File: src/rtl/line_job_scheduler.sv
// Round-robin scheduler that feeds line-draw jobs to one line_drawer and muxes its pixels onto the framebuffer.
// Optional full-screen clear sweep is enabled by defining CLEAR_SCREEN_EN.
module line_job_scheduler #(
  parameter int NREQ    = 2,
  parameter int XW      = 10,
  parameter int YW      = 9,
  parameter int XMAX    = 639,
  parameter int YMAX    = 479,
  parameter int TIMEOUT = 4095
) (
  input  logic                 clk,
  input  logic                 reset_n,
`ifdef CLEAR_SCREEN_EN
  input  logic                 clear_req,
`endif
  input  logic [NREQ-1:0]      req_valid,
  output logic [NREQ-1:0]      req_ready,
  input  logic [NREQ*XW-1:0]   req_x0,
  input  logic [NREQ*XW-1:0]   req_x1,
  input  logic [NREQ*YW-1:0]   req_y0,
  input  logic [NREQ*YW-1:0]   req_y1,
  input  logic [NREQ-1:0]      req_color,
  output logic                 ld_start,
  output logic [XW-1:0]        ld_x0,
  output logic [XW-1:0]        ld_x1,
  output logic [YW-1:0]        ld_y0,
  output logic [YW-1:0]        ld_y1,
  input  logic [XW-1:0]        ld_x,
  input  logic [YW-1:0]        ld_y,
  input  logic                 ld_done,
  output logic [XW-1:0]        fb_x,
  output logic [YW-1:0]        fb_y,
  output logic                 fb_color,
  output logic                 fb_write,
  output logic                 busy,
  output logic                 abort_err
);

  localparam int PW = (NREQ > 1) ? $clog2(NREQ) : 1;
  localparam int TW = $clog2(TIMEOUT + 1);

  typedef enum logic [2:0] {S_IDLE, S_GRANT, S_START, S_DRAW, S_CLEAR} state_t;

  state_t          state;
  logic [PW-1:0]   rr_ptr;
  logic [PW-1:0]   win;
  logic [PW-1:0]   idx;
  logic            win_vld;
  logic [TW-1:0]   timer;
  logic            job_color;

  logic [XW-1:0]   x0_a [NREQ];
  logic [XW-1:0]   x1_a [NREQ];
  logic [YW-1:0]   y0_a [NREQ];
  logic [YW-1:0]   y1_a [NREQ];

  for (genvar g = 0; g < NREQ; g++) begin : g_unpack
    assign x0_a[g] = req_x0[g*XW +: XW];
    assign x1_a[g] = req_x1[g*XW +: XW];
    assign y0_a[g] = req_y0[g*YW +: YW];
    assign y1_a[g] = req_y1[g*YW +: YW];
  end

`ifdef CLEAR_SCREEN_EN
  logic [XW-1:0]   clr_x;
  logic [YW-1:0]   clr_y;
`endif

  // Scan downward so the requester closest to rr_ptr is the last (winning) assignment.
  always_comb begin
    win     = '0;
    win_vld = 1'b0;
    idx     = '0;
    for (int i = NREQ - 1; i >= 0; i--) begin
      idx = PW'((int'(rr_ptr) + i) % NREQ);
      if (req_valid[idx]) begin
        win     = idx;
        win_vld = 1'b1;
      end
    end
  end

  always_comb begin
    req_ready = '0;
    if (state == S_GRANT && win_vld) req_ready[win] = 1'b1;
  end

  // Pixel mux is combinational from the registered state so the last drawer pixel lands with ld_done.
  always_comb begin
    fb_x     = '0;
    fb_y     = '0;
    fb_color = 1'b0;
    fb_write = 1'b0;
    if (state == S_DRAW) begin
      fb_x     = ld_x;
      fb_y     = ld_y;
      fb_color = job_color;
      fb_write = 1'b1;
    end
`ifdef CLEAR_SCREEN_EN
    else if (state == S_CLEAR) begin
      fb_x     = clr_x;
      fb_y     = clr_y;
      fb_write = 1'b1;
    end
`endif
  end

  assign busy = (state != S_IDLE);

  always_ff @(posedge clk or negedge reset_n) begin
    if (!reset_n) begin
      state     <= S_IDLE;
      rr_ptr    <= '0;
      ld_start  <= 1'b0;
      ld_x0     <= '0;
      ld_x1     <= '0;
      ld_y0     <= '0;
      ld_y1     <= '0;
      job_color <= 1'b0;
      timer     <= '0;
      abort_err <= 1'b0;
`ifdef CLEAR_SCREEN_EN
      clr_x     <= '0;
      clr_y     <= '0;
`endif
    end else begin
      ld_start <= 1'b0;
      case (state)
        S_IDLE: begin
`ifdef CLEAR_SCREEN_EN
          if (clear_req) begin
            clr_x <= '0;
            clr_y <= '0;
            state <= S_CLEAR;
          end else
`endif
          if (|req_valid) state <= S_GRANT;
        end
        S_GRANT: begin
          if (win_vld) begin
            ld_x0     <= x0_a[win];
            ld_x1     <= x1_a[win];
            ld_y0     <= y0_a[win];
            ld_y1     <= y1_a[win];
            job_color <= req_color[win];
            rr_ptr    <= (win == PW'(NREQ - 1)) ? '0 : win + 1'b1;
            ld_start  <= 1'b1;
            state     <= S_START;
          end else begin
            state <= S_IDLE;
          end
        end
        S_START: begin
          timer <= '0;
          state <= S_DRAW;
        end
        S_DRAW: begin
          timer <= timer + 1'b1;
          if (ld_done) begin
            state <= S_IDLE;
          end else if (timer == TW'(TIMEOUT - 1)) begin
            abort_err <= 1'b1;
            state     <= S_IDLE;
          end
        end
`ifdef CLEAR_SCREEN_EN
        S_CLEAR: begin
          if (clr_x == XW'(XMAX)) begin
            clr_x <= '0;
            if (clr_y == YW'(YMAX)) state <= S_IDLE;
            else                    clr_y <= clr_y + 1'b1;
          end else begin
            clr_x <= clr_x + 1'b1;
          end
        end
`endif
        default: state <= S_IDLE;
      endcase
    end
  end

endmodule

File: config.mk
export PLATFORM = sky130hd
export DESIGN_NAME = line_job_scheduler
export DESIGN_NICKNAME = d
export VERILOG_FILES = /design/src/rtl/line_job_scheduler.sv
export SDC_FILE = /design/constraint.sdc
export NUM_CORES = 1
export LEC_CHECK = 0
export BUFFER_PORTS_ARGS = -buffer_cell sky130_fd_sc_hd__clkbuf_2
export CORE_ASPECT_RATIO = 0.75
export CORE_MARGIN = 2
export CORE_UTILIZATION = 44
export CTS_CLUSTER_SIZE = 25
export DETAILED_ROUTE_END_ITERATION = 10
export MAX_ROUTING_LAYER = met4
export PLACE_DENSITY = 0.92
export SLEW_MARGIN = 5
export SYNTH_ARGS = -nofsm -noshare
export SYNTH_HDL_FRONTEND = slang
export SYNTH_SLANG_ARGS = --single-unit
File: constraint.sdc
create_clock -name clk -period 1.76 [get_ports clk]
set_clock_uncertainty 0.1 [all_clocks]
set_input_delay 0.352 -clock clk [delete_from_list [all_inputs] [get_ports clk]]
set_output_delay 0.352 -clock clk [all_outputs]
set_load 0.05 [all_outputs]
* After elaboration in Yosys (flattened, before gate mapping) *
Cells that the tools add are included.

word-level totals
  bits of input ports = 102
  word-level logic and storage cells = 73
  output and inout port bits = 64
  register bits after elaboration = 57

cells by class
  order comparisons = 5
  eq/ne operators = 6
  reductions and logical operators = 9
  mux-type cells = 38
  $add $sub $neg = 3
  bitwise gates (word level) = 2

operator list
  kind                                                        count
  2-to-1 mux 10 bit                                           7
  2-to-1 mux 9 bit                                            7
  case mux 12 bit (2 select lines)                            1
  2-to-1 mux 1 bit                                            16
  adder 12 x 1 -> 12 bit, second input constant               1
  == test 12 bit, second input constant                       1
  case mux 3 bit (4 select lines)                             1
  2-to-1 mux 3 bit                                            3
  == test 3 x 2 -> 1 bit, second input constant               2
  less-than comparator 1 x 2 -> 1 bit, second input constant  3
  2-to-1 mux 2 bit                                            2
  AND reduction 2 bit                                         2
  == test 3 x 1 -> 1 bit, second input constant               1
  logical NOT 3 bit                                           1
  inequality test 3 x 2 -> 1 bit, second input constant       1
  AND reduction 3 bit                                         1
  nonzero test 3 bit                                          1
  adder 1 bit, second input constant                          2
  greater-or-equal comparator 2 bit, second input constant    1
  logical AND 1 bit                                           2
  inequality test 2 bit, second input constant                1
  inverter 1 -> 2 bit                                         1
  nonzero test 2 bit                                          1
  OR reduction 2 bit                                          1
  other kinds (3)                                             3

* Depth between registers and ports, before layout *
Gate-level depths: netlist (run 1).

  depth in word-level cells = 10
  gate-level depth with buffers = 5
  gate-level depth less buffers = 5

* Worst setup path before layout (run 1) *
No wires, ideal clock.

  path type = register to output
  start = reg state[1]
  end = out fb_x[0]
  buffers on the path = 2
  cell stages (with the launch flop) = 4
  data required time = 1308 ps
  arrival time = 1253 ps
  slack = 55 ps
  cell sequence = dfrtp_1 buf_4 clkbuf_1 and3_1

between the ends
  word-level cells in the longest chain between the ends = 2

RTL lines
  what                    RTL line  source
  from (decl)             44        state_t state;
  from (signal assigned)  113       state <= S_IDLE;
  from (signal assigned)  138       if (|req_valid) state <= S_GRANT;
  from (signal assigned)  149       state <= S_START;
  == test 3 x 2 -> 1 bit  94        if (state == S_DRAW) begin
  2-to-1 mux 10 bit       94
  to (decl)               31        output logic [XW-1:0] fb_x,

No other way between the ends.

* Final worst setup path (run 1) *
  start = reg state[1]
  end = out fb_y[7]

between the ends
  word-level cells in the longest chain between the ends = 2

RTL lines
  what                    RTL line  source
  == test 3 x 2 -> 1 bit  94
  2-to-1 mux 9 bit        94
  to (decl)               32        output logic [YW-1:0] fb_y,

No other way between the ends.

==> summary.log, run 1 <==
[global_route] number of global-route vias before repair 2610
[logic_synthesis] predominant post-synthesis flop cell dfrtp_1
[cells_and_area] layout cell share with drive strength beyond 1 0.490
[power] leakage component of the power 0.00212 uW
[logic_synthesis] Synth area leader dfrtp_1
[logic_synthesis] most instantiated library cell after synthesis dfrtp_1
[worst_setup_path] combined buffer and inverter count along the critical path 2
[die] Starting Density 0.450
[power] part of the total power dissipated in combinational logic 0.646
[die] number of placed I/O pins 166
[detailed_routing] number of vias per cell after detailed routing 5.75
[detailed_routing] overall via count from detail_route 2821
[worst_setup_path] data arrival time of the critical path 1.32 ns
[place] placer's final routability congestion estimate 0.790
[worst_hold_path] path category of the worst min-delay check in -> reg
[sta] Max Clk Rate 564 MHz
[sta] share of the cycle needed by the critical path after routing 1.01
[sta] number of hold violations in the final report 0
[place] post-DP HPWL 5760 um
[place] number of buffers added on ports 165
[detailed_routing] routed wire length per instance 17.4 um
[worst_setup_path] peak fanout along the critical path 29
[flow_run] number of maximum-capacitance violations 0
[worst_setup_path] Crit Path Class reg -> out
[logic_synthesis] list of most frequent post-synthesis cells dfrtp_1, a221o_1, a21boi_0
[cts] clock-pin slew of the registers on the worst-case setup and hold paths 0.10 ns
[cells_and_area] end-of-flow core utilization 0.655
[power] power density cells 1950 nW/um^2
[die] chip height 73.1 um
[place] pre-CTS worst setup slack 0.0929 ns
[power] Clock power frac 0.092
[cells_and_area] Final #Nets 513
[sta] # setup viols final 3
[cells_and_area] Layout area overhead 45.8%
[power] Internal 3860 uW
[sta] Total Negative Setup Slacks -0.0206 ns
[global_route] first-pass GRT wire length 12400 um
[detailed_routing] count of unresolved DRC violations after routing 0
[cts] TritonCTS buffer count 5
[detailed_routing] remaining antenna violation count after routing 0
[sta] minimum clock period 1.77 ns
[power] Total Power 7970 uW
[cts] H-tree Lvls 2
[logic_synthesis] async set-or-reset flop fraction in the synthesized netlist 1.00
[sta] least setup slack across all paths after layout -0.0115 ns
[worst_setup_path] required time of the worst setup path 1.31 ns
[logic_synthesis] Post-Syn Area per Cell 11.5 um^2
[die] count of standard-cell rows 25
[power] worst IR drop on VDD 0.821 mV
[cts] Root Buffer Master clkbuf_8
[worst_setup_path] largest delay contributor family on the critical path flip-flops
[worst_setup_path] critical-path cell with the highest stage delay dfrtp_1
[logic_synthesis] Yosys top cell area share 0.501
[logic_synthesis] post-synth design cell area 2800 um^2
[sta] number of pins with negative max-slew slack in the final report 0
[cts] clock latency on the worst-skew pair 0.30 ns
[cells_and_area] number of inserted filler cells in the final layout 476
[logic_synthesis] number of synthesis warnings 0
[outcome] violated checks negative setup slack
[cells_and_area] final antenna diode count 0
[logic_synthesis] number of synthesized flops with an enable pin 0
[logic_synthesis] post-synthesis net count 348
[logic_synthesis] distinct cell type count of the synthesized netlist 37
[detailed_routing] length of the first detailed-routing pass in iterations 5
[detailed_routing] 1st-iter DRT viols 137
[global_route] overall routing resource usage 0.238
[worst_setup_path] Critical Path, Cell by Cell buf_12 -> and3_1 -> buf_6
[global_route] busiest grt layer met2
[logic_synthesis] most area-consuming cells after synthesis dfrtp_1, a221o_1, a21boi_0, and3_1, buf_6
[die] Die Wd 96.1 um
[global_route] GR Layer Usage met1 0.287
[global_route] met3 capacity usage during global routing 0.0413
[sta] normalized max-slew margin 0.768
[die] area of the placeable core 6220 um^2
[power] switching component of the power 4110 uW
[die] Die Outline Area 7020 um^2
[sta] actual slew at the worst max-slew pin 0.343 ns
[power] switching power as a share of total power 0.516
[sta] Hold Worst Slack 0.170 ns
[global_route] remaining global-route overflow 0
[outcome] run status finished with violations
[power] proportion of power drawn by flip-flops and latches 0.262
[global_route] global-route met2 utilization 0.418
[cts] clock tree from TritonCTS yes
[cts] count of clock tree sinks 56
[global_route] pin count of the biggest net entering global routing 57
[detailed_routing] Routed WL 8520 um
[sta] setup repair after global routing missed its margin yes
[worst_setup_path] critical path endpoint category primary output
[worst_setup_path] delay of the slowest cell on the worst path 0.44 ns
[cts] maximum buffer depth of the clock tree 2
[worst_setup_path] critical path startpoint category flop
[logic_synthesis] post-synthesis sequential area ratio 0.501
[logic_synthesis] gate count after technology mapping 244
[global_route] antenna violations before repair 0
[logic_synthesis] Synth Register Bits 56
through the flow:
| step | cells | instance area [um^2] |
|---|---|---|
| after floorplan | 244 | 2800 |
| after global placement | 478 | 3730 |
| after detailed placement | 478 | 3730 |
| after CTS | 492 | 3990 |
| after global routing | 491 | 4080 |
| final | 491 | 4080 |
worst paths after layout:
check	from	to	slack, ns	cells past startpoint
worst max-delay path	state[1]	fb_y[7]	-0.01	3
worst min-delay path	req_x1[12]	ld_x1[2]	0.17	2
min in group asynchronous	reset_n	timer[4]	0.49	3
worst min register to register	abort_err	abort_err	0.39	1
worst max register to register	state[0]	ld_y1[2]	0.08	5
max in group asynchronous	reset_n	ld_x0[5]	0.83	3
state kept, by name (all words and copies together) (netlist names), 2 cells and up:
signal,cells
timer,12
ld_x0,10
ld_y1,9
state,2
ld_x1,10
ld_y0,9
layer usage:
metal	up-vias	share of wire
met4	0	0.013
met3	16	0.069
met5	-	0
li1	1290	-
met1	1356	0.41
met2	159	0.50
cells by family (layout without fill, tap and decap cells):
group	after synthesis	count (layout)	synth area share
AO/OA/AOI/OAI	100	100	0.296
flip-flops	56	56	0.501
AND/OR/NAND/NOR	52	52	0.119
buffers and inverters	30	196	0.0608
multiplexers	3	3	0.0107
adder cells (fa/ha/maj)	2	2	0.00894
XOR/XNOR	1	1	0.00313
final cells by class:
class | instances | area [um^2] | share of cell area
Timing Repair Buffer | 181 | 1200 | 0.294
Inverter | 7 | 26.3 | 0.00644
Clock inverter | 2 | 15.0 | 0.00368
Multi-Input combinational cell | 158 | 1250 | 0.307
Tap cell | 81 | 101 | 0.0248
Sequential cell | 56 | 1400 | 0.343
Clock buffer | 6 | 82.6 | 0.0202
power by group through the flow:
stage | logic, uW | clock network, uW | registers, uW
5_1_grt | 5420 | 824 | 2150
4_1_cts | 4950 | 755 | 2080
2_1_floorplan | 2120 | 0 | 3530
3_5_place_dp | 4720 | 0 | 2080
6_report | 5150 | 734 | 2090
3_3_place_gp | 4600 | 0 | 2080
worst reg2reg max path, cell delays in order (launching register included):
cell       delay [ns]
dfrtp_1          0.40
nor2b_4          0.14
and3_4           0.21
buf_4            0.15
bufbuf_16        0.28
a221o_1          0.30
layout by cell type, fill, tap and decap left out, drive strengths merged, types with 2 or more instances in the layout:
cell,synthesis,routed
clkinvlp,0,2
a221o,39,39
or3,2,2
o21ai,3,3
ha,2,2
nor2,3,3
a21boi,39,39
o31ai,5,5
dfrtp,56,56
inv,7,7
or4,5,5
and3,22,22
mux2i,3,3
o2bb2ai,2,2
nor2b,2,2
nand4,3,3
buf,14,38
a21oi,7,7
nand2,7,7
nand3,5,5
clkbuf,9,147
repair_timing:
action | in CTS | in global routing
endpoints found under the hold margin | 56 | 0
endpoints found under the setup margin | 24 | 26
hold buffers | 1 | 0
setup buffers | 4 | 0
gates cloned | 1 | 0
pin swaps | 2 | 3
gates resized for setup | 29 | 53
(Power assumes the default switching activity.)
==> run 2: changes to the inputs <==
--- a/config.mk
+++ b/config.mk
@@ -6,13 +6,15 @@
 export NUM_CORES = 1
 export LEC_CHECK = 0
 export BUFFER_PORTS_ARGS = -buffer_cell sky130_fd_sc_hd__clkbuf_2
+export CELL_PAD_IN_SITES_DETAIL_PLACEMENT = 1
+export CELL_PAD_IN_SITES_GLOBAL_PLACEMENT = 2
 export CORE_ASPECT_RATIO = 0.75
 export CORE_MARGIN = 2
-export CORE_UTILIZATION = 44
+export CORE_UTILIZATION = 25
 export CTS_CLUSTER_SIZE = 25
 export DETAILED_ROUTE_END_ITERATION = 10
 export MAX_ROUTING_LAYER = met4
-export PLACE_DENSITY = 0.92
+export PLACE_DENSITY = 0.91
 export SLEW_MARGIN = 5
 export SYNTH_ARGS = -nofsm -noshare
 export SYNTH_HDL_FRONTEND = slang
==> run 2 against run 1 <==
Effect of this change:
- the flow now finishes without violations
- sequential share of layout area down 0.20 points
- highest routed layer unchanged
- largest cell class unchanged
- power up 3.0%
- clock-buffer cell count unchanged
- cell count up 12%
- non-clock buffer count down 2
- worst hold slack better by 0.018 ns
- critical path type unchanged
- register-to-register slack better by 0.04 ns
- utilization down 28 points
==> summary.log, run 2 (synthesized netlist as in run 1, its figures left out) <==
[detailed_routing] count of unresolved DRC violations after routing 0 [unchanged]
[detailed_routing] routed wire length per instance 17.3 um [-0.40%]
[global_route] overall routing resource usage 0.161 [-0.0777]
[cells_and_area] commonest cells after routing, fill and taps aside clkbuf_2, dfrtp_1, a221o_1
[sta] actual slew at the worst max-slew pin 0.451 ns [+0.108 ns]
[power] leakage component of the power 0.00212 uW [-0.24%]
[flow_run] number of maximum-capacitance violations 0 [unchanged]
[sta] number of hold violations in the final report 0 [unchanged]
[worst_setup_path] Critical Path, Cell by Cell buf_12 -> and3_1 -> buf_4
[power] switching power as a share of total power 0.505 [-0.0105]
[detailed_routing] length of the first detailed-routing pass in iterations 4 [-1]
[global_route] number of global-route vias before repair 2891 [+11%]
[sta] number of pins with negative max-slew slack in the final report 0 [unchanged]
[die] area of the placeable core 10900 um^2 [+75%]
[worst_setup_path] combined buffer and inverter count along the critical path 2 [unchanged]
[global_route] first-pass GRT wire length 15100 um [+22%]
[detailed_routing] number of vias per cell after detailed routing 5.06 [-12%]
[cts] clock-pin slew of the registers on the worst-case setup and hold paths 0.07 ns [-0.03 ns]
[cts] clock tree from TritonCTS yes
[power] Clock power frac 0.138 [+0.046]
[power] Internal 4060 uW [+5.2%]
[die] chip height 95.6 um [+31%]
[cells_and_area] Layout area overhead 46.8%
[sta] normalized max-slew margin 0.696 [-0.0724]
[cells_and_area] end-of-flow core utilization 0.377 [-0.279]
[global_route] pin count of the biggest net entering global routing 57 [unchanged]
[worst_setup_path] critical path endpoint category primary output
[power] worst IR drop on VDD 0.739 mV [-10%]
[cells_and_area] top flop regs timer x12, ld_x0 x10, ld_x1 x10
[sta] # setup viols final 0 [-3]
[cts] H-tree Lvls 2 [unchanged]
[die] Die Outline Area 12100 um^2 [+72%]
[detailed_routing] overall via count from detail_route 2772 [-1.7%]
[cts] maximum buffer depth of the clock tree 2 [unchanged]
[worst_setup_path] required time of the worst setup path 1.31 ns [about the same]
[worst_setup_path] largest delay contributor family on the critical path flip-flops
[cts] Root Buffer Master clkbuf_16
[cells_and_area] layout cell share with drive strength beyond 1 0.475 [-0.0148]
[worst_setup_path] critical-path cell with the highest stage delay dfrtp_2
[place] placer's final routability congestion estimate 0.772 [-2.3%]
[cts] count of clock tree sinks 56 [unchanged]
[cells_and_area] most common cell after layout, fill and taps aside clkbuf_2
[worst_hold_path] path category of the worst min-delay check in -> reg
[detailed_routing] Routed WL 9470 um [+11%]
[place] post-DP HPWL 6930 um [+20%]
[sta] share of the cycle needed by the critical path after routing 0.976 [-0.0302]
[worst_setup_path] Crit Path Class reg -> out
[power] proportion of power drawn by flip-flops and latches 0.258 [-0.004]
[sta] Max Clk Rate 582 MHz [+3.1%]
[power] Total Power 8210 uW [+3.0%]
[sta] setup repair after global routing missed its margin yes
[power] switching component of the power 4150 uW [+0.90%]
[cells_and_area] register ranked first by flip-flop count timer
[worst_setup_path] critical path startpoint category flop
[die] Starting Density 0.257 [-0.193]
[cells_and_area] Final #Nets 511 [-0.39%]
[die] Die Wd 126 um [+31%]
[global_route] antenna violations before repair 0 [unchanged]
[place] number of buffers added on ports 165 [unchanged]
[sta] minimum clock period 1.72 ns [-0.0532 ns]
[global_route] remaining global-route overflow 0 [unchanged]
[detailed_routing] remaining antenna violation count after routing 0 [unchanged]
[cts] clock latency on the worst-skew pair 0.29 ns [about the same]
[die] number of placed I/O pins 166 [unchanged]
[cts] TritonCTS buffer count 5 [unchanged]
[cells_and_area] Largest register FFs 12 [unchanged]
[power] part of the total power dissipated in combinational logic 0.604 [-0.042]
[die] count of standard-cell rows 33 [+32%]
[worst_setup_path] peak fanout along the critical path 29 [unchanged]
[outcome] run status finished clean
[worst_setup_path] data arrival time of the critical path 1.27 ns [-0.05 ns]
[power] power density cells 2000 nW/um^2 [+2.3%]
[cells_and_area] final antenna diode count 0 [unchanged]
[detailed_routing] 1st-iter DRT viols 83 [-39%]
[worst_setup_path] delay of the slowest cell on the worst path 0.44 ns [about the same]
-- run 2: cell count changes in the layout (fill, tap and decap cells not counted), moves of 2 or more --
cell,before,now
buf_4,9,25
buf_6,20,4
clkbuf_8,6,0
clkbuf_16,0,5
and3_1,18,20
and3_4,4,2
buf_8,4,2
clkinvlp_4,2,0
-- run 2: power groups by stage --
stage	registers [uW]	logic [uW]	clock network (uW)
finish	2120	4960	1130
global placement	2100	4740	0
global route	2190	5240	1230
CTS	2120	4930	1180
detailed placement	2120	4820	0
floorplan	3530	2120	0
-- run 2: worst paths after layout --
check	from	slack, ns	cells past startpoint	endpoint
min in group asynchronous	reset_n	0.51	3	ld_x0[3]
worst min-delay path	req_y1[11]	0.19	2	ld_y1[2]
worst max-delay path	state[1]	0.04	3	fb_y[4]
max in group asynchronous	reset_n	0.77	3	state[1]
worst min register to register	abort_err	0.37	1	abort_err
worst max register to register	timer[1]	0.12	4	timer[10]
-- run 2: metrics by stage --
stage / TNS [ns] / setup WS [ns] / cell area (um^2) / std cells / hold slack [ns]
final: 0 / 0.0417 / 4110 / 548 / 0.188
after floorplan: 0 / 0.0552 / 2800 / 244 / -0.0436
after CTS: -0.0246 / -0.0246 / 4090 / 549 / 0.179
after global placement: 0 / 0.194 / 3840 / 539 / 0.282
after global routing: -0.0139 / -0.00994 / 4110 / 548 / 0.183
after detailed placement: 0 / 0.0744 / 3840 / 539 / 0.291
-- run 2: final cells by class --
cell class | count | area, um^2
fillers | 1244 | 6790
flip-flops and latches | 56 | 1400
clock inverters | 2 | 35.0
multi-input cells | 158 | 1240
well taps | 140 | 175
clock buffers | 6 | 129
inverters | 7 | 26.3
repair buffers | 179 | 1100
-- run 2: timing repair --
item / in CTS / in global routing
pin swaps: 1 / 1
endpoints found under the hold margin: 56 / 0
endpoints found under the setup margin: 22 / 22
setup buffers: 1 / 0
resized for setup: 25 / 29
hold buffers: 1 / 0
-- run 2: routing by layer --
layer / vias to the layer above / part of all wire / wire (um) / global-route usage
li1: 1274 / - / - / -
met1: 1387 / 0.44 / 4200 / 0.200
met2: 107 / 0.49 / 4600 / 0.272
met3: 4 / 0.066 / 621 / 0.0393
met4: 0 / 0.0049 / 46 / 0.0266
met5: - / 0 / 0 / -
